$ cat src/rtl/cache_arb_pkg.sv
// rtl/cache_arb_pkg.sv - shared types and widths for the I/D cache line arbiter
package cache_arb_pkg;

    localparam int LINE_W = 256;
    localparam int ADDR_W = 32;

    typedef enum logic [1:0] {
        IDLE,
        GNT_I,
        GNT_D_R,
        GNT_D_W
    } arb_state_t;

    typedef enum logic {
        ICACHE,
        DCACHE
    } requester_t;

endpackage

$ cat src/rtl/cache_arb_pick.sv
// rtl/cache_arb_pick.sv - tie-break between I and D requests; CACHE_ARB_ROUND_ROBIN_EN selects round-robin over fixed D priority
module cache_arb_pick
    import cache_arb_pkg::*;
(
    input  logic       i_req,
    input  logic       d_req,
    input  requester_t last_grant,
    output requester_t winner,
    output logic       valid
);

`ifndef CACHE_ARB_ROUND_ROBIN_EN
    // Fixed priority ignores history; last_grant is kept on the port so the FSM is mode-independent.
    logic unused_last_grant;
    assign unused_last_grant = last_grant;
`endif

    always_comb begin
        valid  = i_req | d_req;
        winner = DCACHE;
        if (i_req && !d_req) begin
            winner = ICACHE;
        end else if (i_req && d_req) begin
`ifdef CACHE_ARB_ROUND_ROBIN_EN
            winner = (last_grant == ICACHE) ? DCACHE : ICACHE;
`else
            winner = DCACHE;
`endif
        end
    end

endmodule

$ cat src/rtl/cache_arbiter.sv
// rtl/cache_arbiter.sv - shares one cacheline adaptor between I-cache and D-cache (CACHE_ARB_ROUND_ROBIN_EN: round-robin ties)
module cache_arbiter
    import cache_arb_pkg::*;
(
    input  logic              clk,
    input  logic              reset,
    input  logic [ADDR_W-1:0] i_address_i,
    input  logic              i_read_i,
    output logic [LINE_W-1:0] i_line_o,
    output logic              i_resp_o,
    input  logic [ADDR_W-1:0] d_address_i,
    input  logic              d_read_i,
    input  logic              d_write_i,
    input  logic [LINE_W-1:0] d_line_i,
    output logic [LINE_W-1:0] d_line_o,
    output logic              d_resp_o,
    output logic [ADDR_W-1:0] m_address_o,
    output logic [LINE_W-1:0] m_line_o,
    input  logic [LINE_W-1:0] m_line_i,
    output logic              m_read_o,
    output logic              m_write_o,
    input  logic              m_resp_i
);

    arb_state_t        state_q, state_d;
    requester_t        last_grant_q;
    requester_t        winner;
    logic              pick_valid;
    logic              capture;
    logic [ADDR_W-1:0] addr_q;
    logic [LINE_W-1:0] line_q;

    cache_arb_pick u_pick (
        .i_req      (i_read_i),
        .d_req      (d_read_i | d_write_i),
        .last_grant (last_grant_q),
        .winner     (winner),
        .valid      (pick_valid)
    );

    always_comb begin
        state_d = state_q;
        capture = 1'b0;
        case (state_q)
            IDLE: begin
                if (pick_valid) begin
                    capture = 1'b1;
                    if (winner == ICACHE) begin
                        state_d = GNT_I;
                    end else if (d_read_i) begin
                        state_d = GNT_D_R;
                    end else begin
                        state_d = GNT_D_W;
                    end
                end
            end
            GNT_I, GNT_D_R, GNT_D_W: begin
                if (m_resp_i) begin
                    state_d = IDLE;
                end
            end
            default: state_d = IDLE;
        endcase
    end

    always_ff @(posedge clk or posedge reset) begin
        if (reset) begin
            state_q      <= IDLE;
            last_grant_q <= ICACHE;
            addr_q       <= '0;
            line_q       <= '0;
        end else begin
            state_q <= state_d;
            if (capture) begin
                addr_q <= (winner == ICACHE) ? i_address_i : d_address_i;
                if (state_d == GNT_D_W) begin
                    line_q <= d_line_i;
                end
            end
            if (state_q != IDLE && m_resp_i) begin
                last_grant_q <= (state_q == GNT_I) ? ICACHE : DCACHE;
            end
        end
    end

    // Completion is combinational so the requester sees it in the adaptor's response cycle.
    assign m_address_o = addr_q;
    assign m_line_o    = line_q;
    assign m_read_o    = (state_q == GNT_I) || (state_q == GNT_D_R);
    assign m_write_o   = (state_q == GNT_D_W);
    assign i_resp_o    = (state_q == GNT_I) && m_resp_i;
    assign d_resp_o    = ((state_q == GNT_D_R) || (state_q == GNT_D_W)) && m_resp_i;
    assign i_line_o    = m_line_i;
    assign d_line_o    = m_line_i;

endmodule

$ cat config.mk
export PLATFORM = sky130hd
export DESIGN_NAME = cache_arbiter
export DESIGN_NICKNAME = d
export VERILOG_FILES = /design/src/rtl/cache_arb_pkg.sv /design/src/rtl/cache_arb_pick.sv /design/src/rtl/cache_arbiter.sv
export SDC_FILE = /design/constraint.sdc
export NUM_CORES = 1
export LEC_CHECK = 0
export CORE_AREA = 2 2 542 544
export DETAILED_ROUTE_END_ITERATION = 10
export DIE_AREA = 0 0 544 546
export PLACE_DENSITY_LB_ADDON = 0.2
export REMOVE_ABC_BUFFERS = 1
export SYNTH_ARGS = -nofsm -noshare
export SYNTH_HDL_FRONTEND = slang
export SYNTH_SLANG_ARGS = --single-unit
$ cat constraint.sdc
create_clock -name clk -period 19.1 [get_ports clk]
set_clock_uncertainty 0.2 [all_clocks]
set_input_delay 2.865 -clock clk [delete_from_list [all_inputs] [get_ports clk]]
set_output_delay 2.865 -clock clk [all_outputs]
set_load 0.1 [all_outputs]
==> results of run 1 <==
path summary, 6_finish.rpt:
path,endpoint,startpoint,slack (ns)
setup / recovery,i_resp_o,m_resp_i,11.23
hold / removal,m_address_o[0]$_DFFE_PP0P_,m_address_o[0]$_DFFE_PP0P_,0.28
setup reg to reg,m_line_o[181]$_DFFE_PP0P_,state_q[0]$_DFF_PP0_,13.90
hold reg to reg,m_address_o[0]$_DFFE_PP0P_,m_address_o[0]$_DFFE_PP0P_,0.28
max in group asynchronous,m_line_o[150]$_DFFE_PP0P_,reset,14.69
min in group asynchronous,m_line_o[136]$_DFFE_PP0P_,reset,2.56
report_power, final:
group          switching [W]  internal [W]
Clock               0.000378      0.000548
Combinational        0.00290      0.000956
Sequential          0.000186      0.000922
per-stage QoR:
step | total power (W) | utilization [%] | instance area [um2] | std cells | hold WS [ns]
finish | 0.00589 | 8.34 | 24400 | 5302 | 0.279
global route | 0.00616 | 8.34 | 24400 | 5296 | 0.317
global placement | 0.00506 | 7.80 | 22800 | 5212 | 0.263
floorplan | 0.00403 | - | 11800 | 664 | 0.371
CTS | 0.00604 | 8.34 | 24300 | 5293 | 0.283
detailed placement | 0.00505 | 7.80 | 22800 | 5212 | 0.273
layer usage:
metal	part of all wire (%)	up-vias	GRT usage [%]
met1	23	5373	11.9
met2	42	2316	27.7
met4	4.9	62	7.24
met5	2.2	-	15.5
met3	28	312	25.6
li1	-	3769	-
area by class of cell:
cell class	instances	share of cell area, %
Tap cell	3919	20.1
Multi-Input combinational cell	370	18.7
Antenna cell	9	0.0924
Timing Repair Buffer	629	24.8
Clock inverter	13	0.806
Sequential cell	290	29.8
Inverter	4	0.0924
Clock buffer	68	5.60
state kept, by name (all words and copies together), names as in the netlist:
signal       flops
m_address_o     32
m_line_o       256
state_q          2
logic make-up after synthesis:
kind of cell | Yosys count
mux | 288
compound gates | 38
simple gates | 39
fa+ha+maj | 5
flops | 290
buf+inv | 555
worst reg2reg max path, stage by stage (launching register included):
cell and delay (ns):
dfrtp_1 0.43, inv_1 0.11, ha_1 0.25, nor2_1 0.16, o21ai_1 0.17, a211oi_4 0.25
buf_4 0.70, buf_4 0.73, buf_12 0.68, buf_4 0.92, mux2_4 0.49
synthesized netlist by cell type:
library cell / n / share of area [%]
clkbuf_1: 5 / 0.12
mux2_2: 16 / 1.1
dfrtp_1: 290 / 45
nor2_1: 1 / 0.023
a211oi_4: 1 / 0.12
buf_4: 513 / 24
mux2_4: 240 / 22
ha_1: 5 / 0.39
inv_1: 4 / 0.092
nor3_1: 1 / 0.031
nor3b_1: 1 / 0.046
nand2_1: 33 / 0.76
and2_1: 1 / 0.039
o21a_1: 1 / 0.046
nor2b_1: 1 / 0.039
o21ai_0: 32 / 0.99
mux2i_1: 32 / 2.0
nand2b_1: 1 / 0.039
a2bb2oi_1: 1 / 0.054
o21ai_1: 2 / 0.062
buf_12: 26 / 3.2
buf_6: 1 / 0.069
buf_2: 6 / 0.18
o31ai_1: 1 / 0.046
==> results.md, run 1 <==
* Most Frequent Cell on Critical Path: clkdlybuf4s50_1
* Flops & latches, synth at 290
* Simple-gate share of the synthesized area at 0.978%
* Most frequent cells in the layout: 519 x clkdlybuf4s50_1, 290 x dfrtp_1, 240 x mux2_4
* Clock tree from TritonCTS: yes
* Final Max Slew Viols at 0
* Vias per inst at 2.23
* Buf/Inv on CP at 2
* Slowest cell on crit path: clkdlybuf4s50_1
* WL final at 287000 um
* IO buf count at 617
* Hold depth at 2
* Register area share after synthesis at about 45%
* Pwr dens at 242 mW/mm2
* Die ar. at 0.297 mm2
* Kind of cell adding the most delay to the critical path: buffers and inverters
* Share of the clock period used by the worst path at between 40% and 50%
* Crit path max fanout at 3
* Drt pass-1 iters at 4
* Final Wtd Congestion at 1.04
* Vias in the first global route at 10600
* Area grow syn2layout at 50.0%
* CTS Sinks at 290
* Post-Syn Area at 0.0162 mm2
* Synthesized instance count at 1215
* Layout net count at approximately 1900
* Post-synthesis mux area share at 25.3%
* Clock Root Buffer: clkbuf_16
* Status: completed
* Multi-input gate area at 0.00456 mm2
* Antenna violations before repair at 77
* Post_cts resized at 0
* Storage element area at 0.00726 mm2
* XOR/XNOR share of the synthesized area at 0%
* Clock-pin slew on the worst setup and hold paths at roughly 0.05 ns
* R2R depth at 10
* Stages on worst setup path at 3
* Worst Hold Class: flop to flop
* CTS Hold Bufs at 0
* Setup WS pre-CTS at 10.98 ns
* # fillers at about 34000
* Global-route wire length before repair at around 310000 um
* Most common cell after layout, fill and taps aside: clkdlybuf4s50_1
* Max transition margin at 21.1%
* Compound-Gate Fraction of Synth Area at 1.32%
* Required time of the critical path at around 16 ns
* Initial Util at 5.56%
* Final hold vios at 0
* Clock Tree Buf Depth at 3
* Fraction of layout cells with a size suffix above 1 at 32.1%
* Final Setup Violations at 0
* Ports at 1386
* Mapped Avg Cell Area at 13.4 um2
* CP startpoint kind: input port
* Die Y at 546 um
* RSZ-0062 raised after global routing: false
* DRC viols at 0
* Clock Latency Late Sink at 0.64 ns
* Critical path's largest stage delay at 1.14 ns
* Width of the die at 544 um
* Post-route ant nets at 0
* Adder-cell share of the synthesized area at 0.385%
* Min Tclk post-route at around 7.9 ns
* Crit path cell chain: clkdlybuf4s50_1 > and2_1 > clkdlybuf4s50_1
* Total GRT Usage at 18.8%
* Setup TNS at 0 ns
* MaxCap Viol Count at 0
* H-tree levels at 2
* Netlist cell types at 24
* WP data arrival at about 4.8 ns
* Core area at 0.292 mm2
* Total CTS buffers at 47
* Cell leakage power at 8.84 nW
* Worst Slack Setup Final at 11.23 ns
* Largest family of logic cells by synthesized area: buffers and inverters
* Via Count at 11800
* Post-CTS setup buffer count at 0
* Peak VDD IR at roughly 0.12 mV
* CP Class: input port to output port
* Worst Setup End Kind: output port
* Global route overflow at 0
* Peak Freq at 0.127 GHz
* Slew at the pin closest to its max-slew limit at 1.18 ns
* Synth warn at 0
* DRT iter0 DRCs at 1020
* Row cnt at 199
* Hpwl dp at ~250000 um
* Largest net degree at the start of global routing at between 100 and 150
* DR WL/cell at 54.2 um
(Power assumes the default switching activity.)
==> inputs of run 2 (changes only) <==
Settings changed: CORE_AREA 2 2 542 544 to 2 2 536 538, DIE_AREA 0 0 544 546 to 0 0 538 540.
Clock period 19.1 ns to 7.2 ns, I/O delays scaled along.
==> results.md, run 2 (synthesized netlist as in run 1, its figures left out) <==
* Status: completed
* Vias in the first global route at 10800 (+1.7%)
* CTS Sinks at 290 (unchanged)
* DR WL/cell at 58.4 um (+7.8%)
* Largest net degree at the start of global routing at 97 (-10%)
* Switching Share at 59.8% (+0.96 points)
* Row cnt at 196 (-1.5%)
* WL final at 302000 um (+5.0%)
* Die ar. at 0.291 mm2 (-2.2%)
* CP startpoint kind: input port
* Max FFs per register at 256 (unchanged)
* Setup WS pre-CTS at 2.43 ns (-8.55 ns)
* Required time of the critical path at 5.92 ns (-10.11 ns)
* Vias per inst at 2.31 (+3.7%)
* Post-route ant nets at 0 (unchanged)
* Hpwl dp at 266000 um (+5.1%)
* Global route overflow at 0 (unchanged)
* # fillers at 32900 (-2.3%)
* CP Class: input port to output port
* Width of the die at 538 um (-1.1%)
* Peak Freq at between 0.2 and 0.25 GHz
* Ports at 1386 (unchanged)
* Placed instance area at 0.0225 mm2 (-1.1%)
* Buf/Inv on CP at 2 (unchanged)
* Clock Tree Buf Depth at 3 (unchanged)
* Pwr dens at 659 mW/mm2 (+170%)
* IO buf count at 617 (unchanged)
* NetSw at 0.00953 W (+170%)
* Clock tree from TritonCTS: yes
* Crit path cell chain: clkdlybuf4s50_1 > and2_1 > clkdlybuf4s50_1
* Antenna violations before repair at 86 (+12%)
* Cell leakage power at 8.92 nW (+0.92%)
* Worst Slack Setup Final at 3.05 ns (-8.19 ns)
* Logic pwr share at 65.8% (+0.3 points)
* Kind of cell adding the most delay to the critical path: buffers and inverters
* Worst Hold Class: flop to flop
* Core Util, Final at 8.51% (+0.16 points)
* Critical path's largest stage delay at 1.14 ns (about the same)
* Slowest cell on crit path: clkdlybuf4s50_1
* H-tree levels at 2 (unchanged)
* MaxCap Viol Count at 0 (unchanged)
* Slew at the pin closest to its max-slew limit at 1.19 ns (+0.0138 ns)
* Most Frequent Cell on Critical Path: clkdlybuf4s50_1
* DRT iter0 DRCs at 1062 (+4.1%)
* Layout net count at 1931 (+0.10%)
* Clock Latency Late Sink at 0.67 ns (+0.03 ns)
* Setup TNS at 0 ns (unchanged)
* Drt pass-1 iters at 4 (unchanged)
* Final Instance Area at 0.0242 mm2 (-0.69%)
* Final Wtd Congestion at 0.915 (-12%)
* Area grow syn2layout at 49.0%
* Worst Setup End Kind: output port
* Most frequent cells in the layout: 483 x clkdlybuf4s50_1, 290 x dfrtp_1, 240 x mux2_4
* Max transition margin at 20.2% (-0.93 points)
* CTS Hold Bufs at 0 (unchanged)
* R2R depth at 8 (-2)
* DRC viols at 0 (unchanged)
* Reg2Reg Setup Slack at 3.41 ns (-10.49 ns)
* Clk pwr share at 15.8% (about the same)
* Stages on worst setup path at 3 (unchanged)
* Clock Root Buffer: clkbuf_16
* Min Tclk post-route at 4.15 ns
* RSZ-0062 raised after global routing: false
* Initial Util at 5.71% (+0.15 points)
* Die Y at 540 um (-1.1%)
* Via Count at 11900 (+0.97%)
* Final hold vios at 0 (unchanged)
* Share of the clock period used by the worst path at 57.7%
* Total CTS buffers at 47 (unchanged)
* WP data arrival at 2.87 ns (-1.93 ns)
* Final Max Slew Viols at 0 (unchanged)
* Clock-pin slew on the worst setup and hold paths at 0.06 ns (about the same)
* Final Setup Violations at 0 (unchanged)
* Fraction of layout cells with a size suffix above 1 at 35.0% (+2.9 points)
* Final Power at 0.0159 W (+170%)
* Most common cell after layout, fill and taps aside: clkdlybuf4s50_1
* Reg power frac at 18.4% (-0.4 points)
* Total GRT Usage at 20.1% (+1.4 points)
* Hold depth at 2 (unchanged)
* Core area at 0.284 mm2 (-2.6%)
* Post_cts resized at 0 (unchanged)
* P_int at 0.00641 W (+160%)
* Global-route wire length before repair at 329000 um (+4.4%)
* Peak VDD IR at 0.296 mV (+150%)
* Post-CTS setup buffer count at 0 (unchanged)
* Crit path max fanout at 3 (unchanged)
==> run 2: changes by cell type in the layout (fill, tap and decap cells not counted), moves of 2 or more <==
cell             previous run  this run
buf_2                       1         4
diode_2                     9        21
clkdlybuf4s50_1           519       483
buf_4                     107       139
buf_12                      2         5
inv_6                       2         4
clkbuf_8                   11        13
==> run 2: worst register-to-register path: stages (launching register included) <==
cell	delay, ns
dfrtp_1	0.44
inv_1	0.11
ha_1	0.26
nor2_1	0.17
o21ai_1	0.15
a211oi_4	1.00
buf_4	0.41
buf_4	0.51
mux2_4	0.39
==> run 2: power groups by stage <==
stage | clock, W | sequential (W) | combinational (W)
after floorplan | 0 | 0.00870 | 0.00200
after global placement | 0 | 0.00296 | 0.0107
after detailed placement | 0 | 0.00295 | 0.0107
after CTS | 0.00269 | 0.00295 | 0.0107
after global routing | 0.00272 | 0.00306 | 0.0109
final | 0.00252 | 0.00294 | 0.0105
==> run 2: per-layer routing <==
metal / share of wire (%) / vias up / track usage (%)
met3: 29 / 331 / 27.6
met1: 21 / 5423 / 11.9
met4: 5.0 / 57 / 8.27
li1: - / 3799 / -
met2: 43 / 2337 / 30.4
met5: 2.2 / - / 17.3
==> run 2: path summary, 6_finish.rpt <==
| kind | start | to |
|---|---|---|
| setup / recovery | m_resp_i | i_resp_o |
| hold reg to reg | m_address_o[12]$_DFFE_PP0P_ | m_address_o[12]$_DFFE_PP0P_ |
| max in group asynchronous | reset | m_line_o[32]$_DFFE_PP0P_ |
| min in group asynchronous | reset | m_line_o[39]$_DFFE_PP0P_ |
| setup reg to reg | state_q[0]$_DFF_PP0_ | m_line_o[240]$_DFFE_PP0P_ |
| hold / removal | m_address_o[12]$_DFFE_PP0P_ | m_address_o[12]$_DFFE_PP0P_ |
==> run 2: area by class of cell <==
| class | count | area [um2] | area share (%) |
|---|---|---|---|
| antenna | 21 | 52.6 | 0.217 |
| clock buffer | 72 | 1420 | 5.87 |
| clock inverter | 14 | 184 | 0.760 |
| inverter | 4 | 22.5 | 0.0931 |
| multi-input combinational | 370 | 4560 | 18.8 |
| sequential | 290 | 7260 | 30.0 |
| tap | 3762 | 4710 | 19.4 |
| timing repair buffer | 631 | 6000 | 24.8 |
==> run 2: per-stage QoR <==
stage                     instances  hold slack (ns)
final                          5164            0.277
after global routing           5144            0.313
after CTS                      5143            0.285
after detailed placement       5057            0.270
after global placement         5057            0.262
after floorplan                 664            0.371
==> RTL edit 1, RTL diff (flow settings as in run 1) <==
The package constant `ADDR_W` goes from 32 to 28.
--- a/src/rtl/cache_arb_pkg.sv
+++ b/src/rtl/cache_arb_pkg.sv
@@ -3,5 +3,5 @@
 
     localparam int LINE_W = 256;
-    localparam int ADDR_W = 32;
+    localparam int ADDR_W = 28;
 
     typedef enum logic [1:0] {
Interface: changed (resized d_address_i, i_address_i and m_address_o); port bits go from 1386 to 1374. No check against the original RTL was run, so the function may have changed too.
==> RTL edit 1 against run 1 <==
Final cell count shrank 0.43%. Synthesized area is 3.5% lower. Synthesized cell count fell by 1.5%. Setup slack improved by 150 ps. Critical endpoint unchanged. Sequential cell count down 4. Count of clock-buffer cells in the layout did not move. Clock power shrank 1%. Sequential share of layout area grew 0.19 points. Power down 0.66%. Wire length is 1.2% lower. Final area down 2.0%. Critical path depth stayed put.
==> RTL edit 1: results (changes against run 1) <==
status:
  status: "completed"  # unchanged
logic_synthesis:
  synthCells: 1197  # was 1215
  synth_common_cells: "513 x buf_4, 286 x dfrtp_1, 200 x mux2_4, 40 x mux2_1, 29 x nand2_1"  # was 513 x buf_4, 290 x dfrtp_1, 240 x mux2_4, 33 x nand2_1
  synth.yosys.seq_area_share_pct: 45.7  # was 44.7%
place:
  dp_cells: 5183  # was 5212
  portBuffers: 605  # was 617
  dp_hpwl_um: 250000  # was 253000 um
min_path:
  worstHoldStart: "m_address_o[19]$_DFFE_PP0P_"  # was m_address_o[0]$_DFFE_PP0P_
  min_path_cells: 2  # unchanged
pwr:
  p_leak_nw: 8.62  # was 8.84 nW
  p_switching_mw: 3.51  # was 3.47 mW
  pwr-share-comb_pct: 65.6  # was 65.5%
  irDropWorstVdd_mv: 0.142  # was 0.118 mV
  maxPowerGroup: "combinational cells"  # unchanged
  powerDensity_nw_per_um2: 245  # was 242 nW/um2
route:
  met1_length_um: 64200  # was 66600 um
  first_iter_violations: 1236  # was 1020
  firstDrtPassIters: 6  # was 4
  via_per_inst: 2.17  # was 2.23
  routedWlPerCell_um: 53.8  # was 54.2 um
  totalWireLength_um: 284000  # was 287000 um
  highest_layer: "met5"  # unchanged
  wl_met2_um: 121000  # was 119000 um
  wl_met3_um: 78000  # was 81000 um
setup_path:
  rr_worst_depth: 9  # was 10
  r2r-end: "m_line_o[86]$_DFFE_PP0P_"  # was m_line_o[181]$_DFFE_PP0P_
  r2r_slack_ps: 14660  # was 13900 ps
  crit_path_start: "m_resp_i"  # unchanged
  worstPathArrival_ps: 4660  # was 4800 ps
cells_and_area:
  n_fill_cell: 33700  # about the same
  drive_gt1_share_pct: 29.9  # was 32.1%
timing:
  final.min_clock_period_ps: 7720  # was 7870 ps
  slew_headroom_pct: 23.1  # was 21.1%
global_route:
  grt_pass1_vias: 10800  # was 10600
  antenna_found_initial: 36  # was 77
  grt_max_degree: 85  # was 108
## RTL edit 1: changes by cell type in the layout (fill, tap and decap cells not counted), moves of 3 or more
cell,delta
dfrtp_1,-4
clkinv_2,+6
nand2_1,-4
mux2_4,-40
clkbuf_1,+3
clkdlybuf4s50_1,-14
mux2_1,+40
clkbuf_8,-5
mux2i_1,-4
o21ai_0,-4
buf_2,+4
## RTL edit 1: cell type report
cell class	instances	area, um2	area share, %
clock buffer	68	1360	5.68
multi-input combinational	358	4330	18.1
sequential	286	7160	30.0
tap	3919	4900	20.5
inverter	4	22.5	0.0943
timing repair buffer	616	5890	24.7
antenna	10	25.0	0.105
clock inverter	18	196	0.823
## RTL edit 1: cells by family (layout without fill, tap and decap cells)
| family | count (synthesis) | count (layout) | share of synthesized area, % |
|---|---|---|---|
| other | 0 | 10 | 0 |
| buffers and inverters | 553 | 706 | 26.8 |
| AOI/OAI and AO/OA | 34 | 34 | 1.27 |
| DFF | 286 | 286 | 45.7 |
| muxes | 284 | 284 | 25.0 |
| and+or+nand+nor | 35 | 35 | 0.918 |
| adders and majority gates | 5 | 5 | 0.399 |
## RTL edit 1: per-layer routing
layer | GRT usage [%] | up-vias
met5 | 17.4 | -
met4 | 7.60 | 51
met3 | 24.7 | 237
met2 | 27.9 | 2204
met1 | 11.4 | 5265
li1 | - | 3684
## RTL edit 1: worst reg2reg max path: cells and delay by family (launching register included)
kind / cells / cell delay (ps)
buf+inv: 5 / 2610
mux: 1 / 460
flops: 1 / 440
compound gates: 2 / 430
fa+ha+maj: 1 / 210
## RTL edit 1: through the flow
stage,hold WS [ps],area (um2),utilization [%]
detailed placement,270,22300,7.64
global route,300,23900,8.17
CTS,283,23900,8.17
global placement,263,22300,7.64
finish,277,23900,8.18
floorplan,371,11500,-
==> RTL edit 2, RTL diff (settings of run 1) <==
Made on the original files. Register the input `m_line_i` before use, cleared by the reset. The logic sees it one clock later. The other inputs are not delayed to match.
--- a/src/rtl/cache_arbiter.sv
+++ b/src/rtl/cache_arbiter.sv
@@ -22,4 +22,14 @@
     input  logic              m_resp_i
 );
+
+    logic [LINE_W-1:0] m_line_q;
+
+    always_ff @(posedge clk or posedge reset) begin
+        if (reset) begin
+            m_line_q <= '0;
+        end else begin
+            m_line_q <= m_line_i;
+        end
+    end
 
     arb_state_t        state_q, state_d;
@@ -91,6 +101,6 @@
     assign i_resp_o    = (state_q == GNT_I) && m_resp_i;
     assign d_resp_o    = ((state_q == GNT_D_R) || (state_q == GNT_D_W)) && m_resp_i;
-    assign i_line_o    = m_line_i;
-    assign d_line_o    = m_line_i;
+    assign i_line_o    = m_line_q;
+    assign d_line_o    = m_line_q;
 
 endmodule
Check against the original RTL: not settled (the Yosys comparison gave no result); the edit may change what the design does.
==> RTL edit 2 against run 1 <==
The flow now finishes with violations (antenna violations). Synthesized cell count unchanged. Maximum frequency down 2.2%. Largest power group unchanged. Sequential share of layout area up 4.8 points. Final area up 62%. Wire length down 42%. Sequential cell count up 256. Setup slack worse by 170 ps. Largest cell class unchanged. Synthesized area up 28%. Power up 33%.
==> RTL edit 2: results (changes against run 1) <==
cells_and_area:
  fin_area_um2: 39500  # was 24400 um2
  drive_gt1_share_pct: 21.6  # was 32.1%
  clkbuf_count: 116  # was 68
  clkCellAreaFrac_pct: 6.61  # was 6.41%
  multi_input_area_share_pct: 11.5  # was 18.7%
  final-seq-area_um2: 13700  # was 7260 um2
  stdcell_count: 6417  # was 5302
  n_fill_cell: 32600  # was 33700
  buffer_area_share_pct: 34.5  # was 24.8%
cts:
  numCtsBuffers: 81  # was 47
  cts.sinks: 546  # was 290
timing:
  slew_headroom_pct: 14.2  # was 21.1%
place:
  dp_hpwl_um: 143000  # was 253000 um
  portBuffers: 1385  # was 617
  place.gp.congestion: 0.892  # was 1.04
  pre_cts_ws_ps: 10900  # was 10980 ps
route:
  wl_met2_um: 69500  # was 119000 um
  ant_nets: 1  # was 0
  met1_length_um: 70600  # was 66600 um
  wl_met3_um: 21100  # was 81000 um
  first_iter_violations: 630  # was 1020
  routedWlPerCell_um: 25.8  # was 54.2 um
pwr:
  p_leak_nw: 15.4  # was 8.84 nW
  internal_power_mw: 3.49  # was 2.43 mW
  irDropWorstVdd_mv: 0.188  # was 0.118 mV
status:
  violations: "antenna violations"
  status: "finished with violations"  # was completed
logic_synthesis:
  avgSynthCellArea_um2: 17.1  # was 13.4 um2
global_route:
  grt_pass1_vias: 15900  # was 10600
  grt_pass1_wl_um: 202000  # was 315000 um
  antenna_found_initial: 127  # was 77
  grt_usage_pct: 10.7  # was 18.8%
setup_path:
  endpoint: "d_resp_o"  # was i_resp_o
  max_stage_delay_ps: 1170  # was 1140 ps
[RTL edit 2: changes by cell type after synthesis, sizes merged]
| cell | before | now |
|---|---|---|
| buf | 546 | 290 |
| dfrtp | 290 | 546 |
[RTL edit 2: worst min-delay path, cell delays in order (launching register included)]
cell and delay [ps]:
dfrtp_1 340, nand2_1 40, o21ai_0 60
[RTL edit 2: power by group through the flow]
| stage | clock [mW] | sequential, mW | combinational, mW |
|---|---|---|---|
| global placement | 0 | 1.80 | 4.59 |
| detailed placement | 0 | 1.79 | 4.59 |
| CTS | 1.63 | 1.78 | 4.60 |
| finish | 1.54 | 1.77 | 4.52 |
| floorplan | 0 | 4.28 | 0.760 |
| global route | 1.66 | 1.81 | 4.68 |
[RTL edit 2: how the worst min path moves through the flow]
stage                                     start                          end  slack (ps)  depth (start not counted)
CTS                 m_address_o[31]$_DFFE_PP0P_  m_address_o[31]$_DFFE_PP0P_         280                          2
global route        m_address_o[22]$_DFFE_PP0P_  m_address_o[22]$_DFFE_PP0P_         310                          2
finish              m_address_o[31]$_DFFE_PP0P_  m_address_o[31]$_DFFE_PP0P_         270                          2
global placement     m_address_o[4]$_DFFE_PP0P_   m_address_o[4]$_DFFE_PP0P_         260                          2
detailed placement  m_address_o[31]$_DFFE_PP0P_  m_address_o[31]$_DFFE_PP0P_         270                          2
floorplan                  state_q[1]$_DFF_PP0_         state_q[1]$_DFF_PP0_         370                          2
[RTL edit 2: kinds of logic after synthesis]
family | count (synthesis)
muxes | 288
adders and majority gates | 5
buffers and inverters | 299
AOI/OAI and AO/OA | 38
DFF | 546
and+or+nand+nor | 39
[RTL edit 2: metal layers]
layer  up-vias  track usage [%]
li1       6232                -
met1      7405             13.6
met2      1149             16.0
met3       296             5.58
met4        58             2.33
met5         -                0
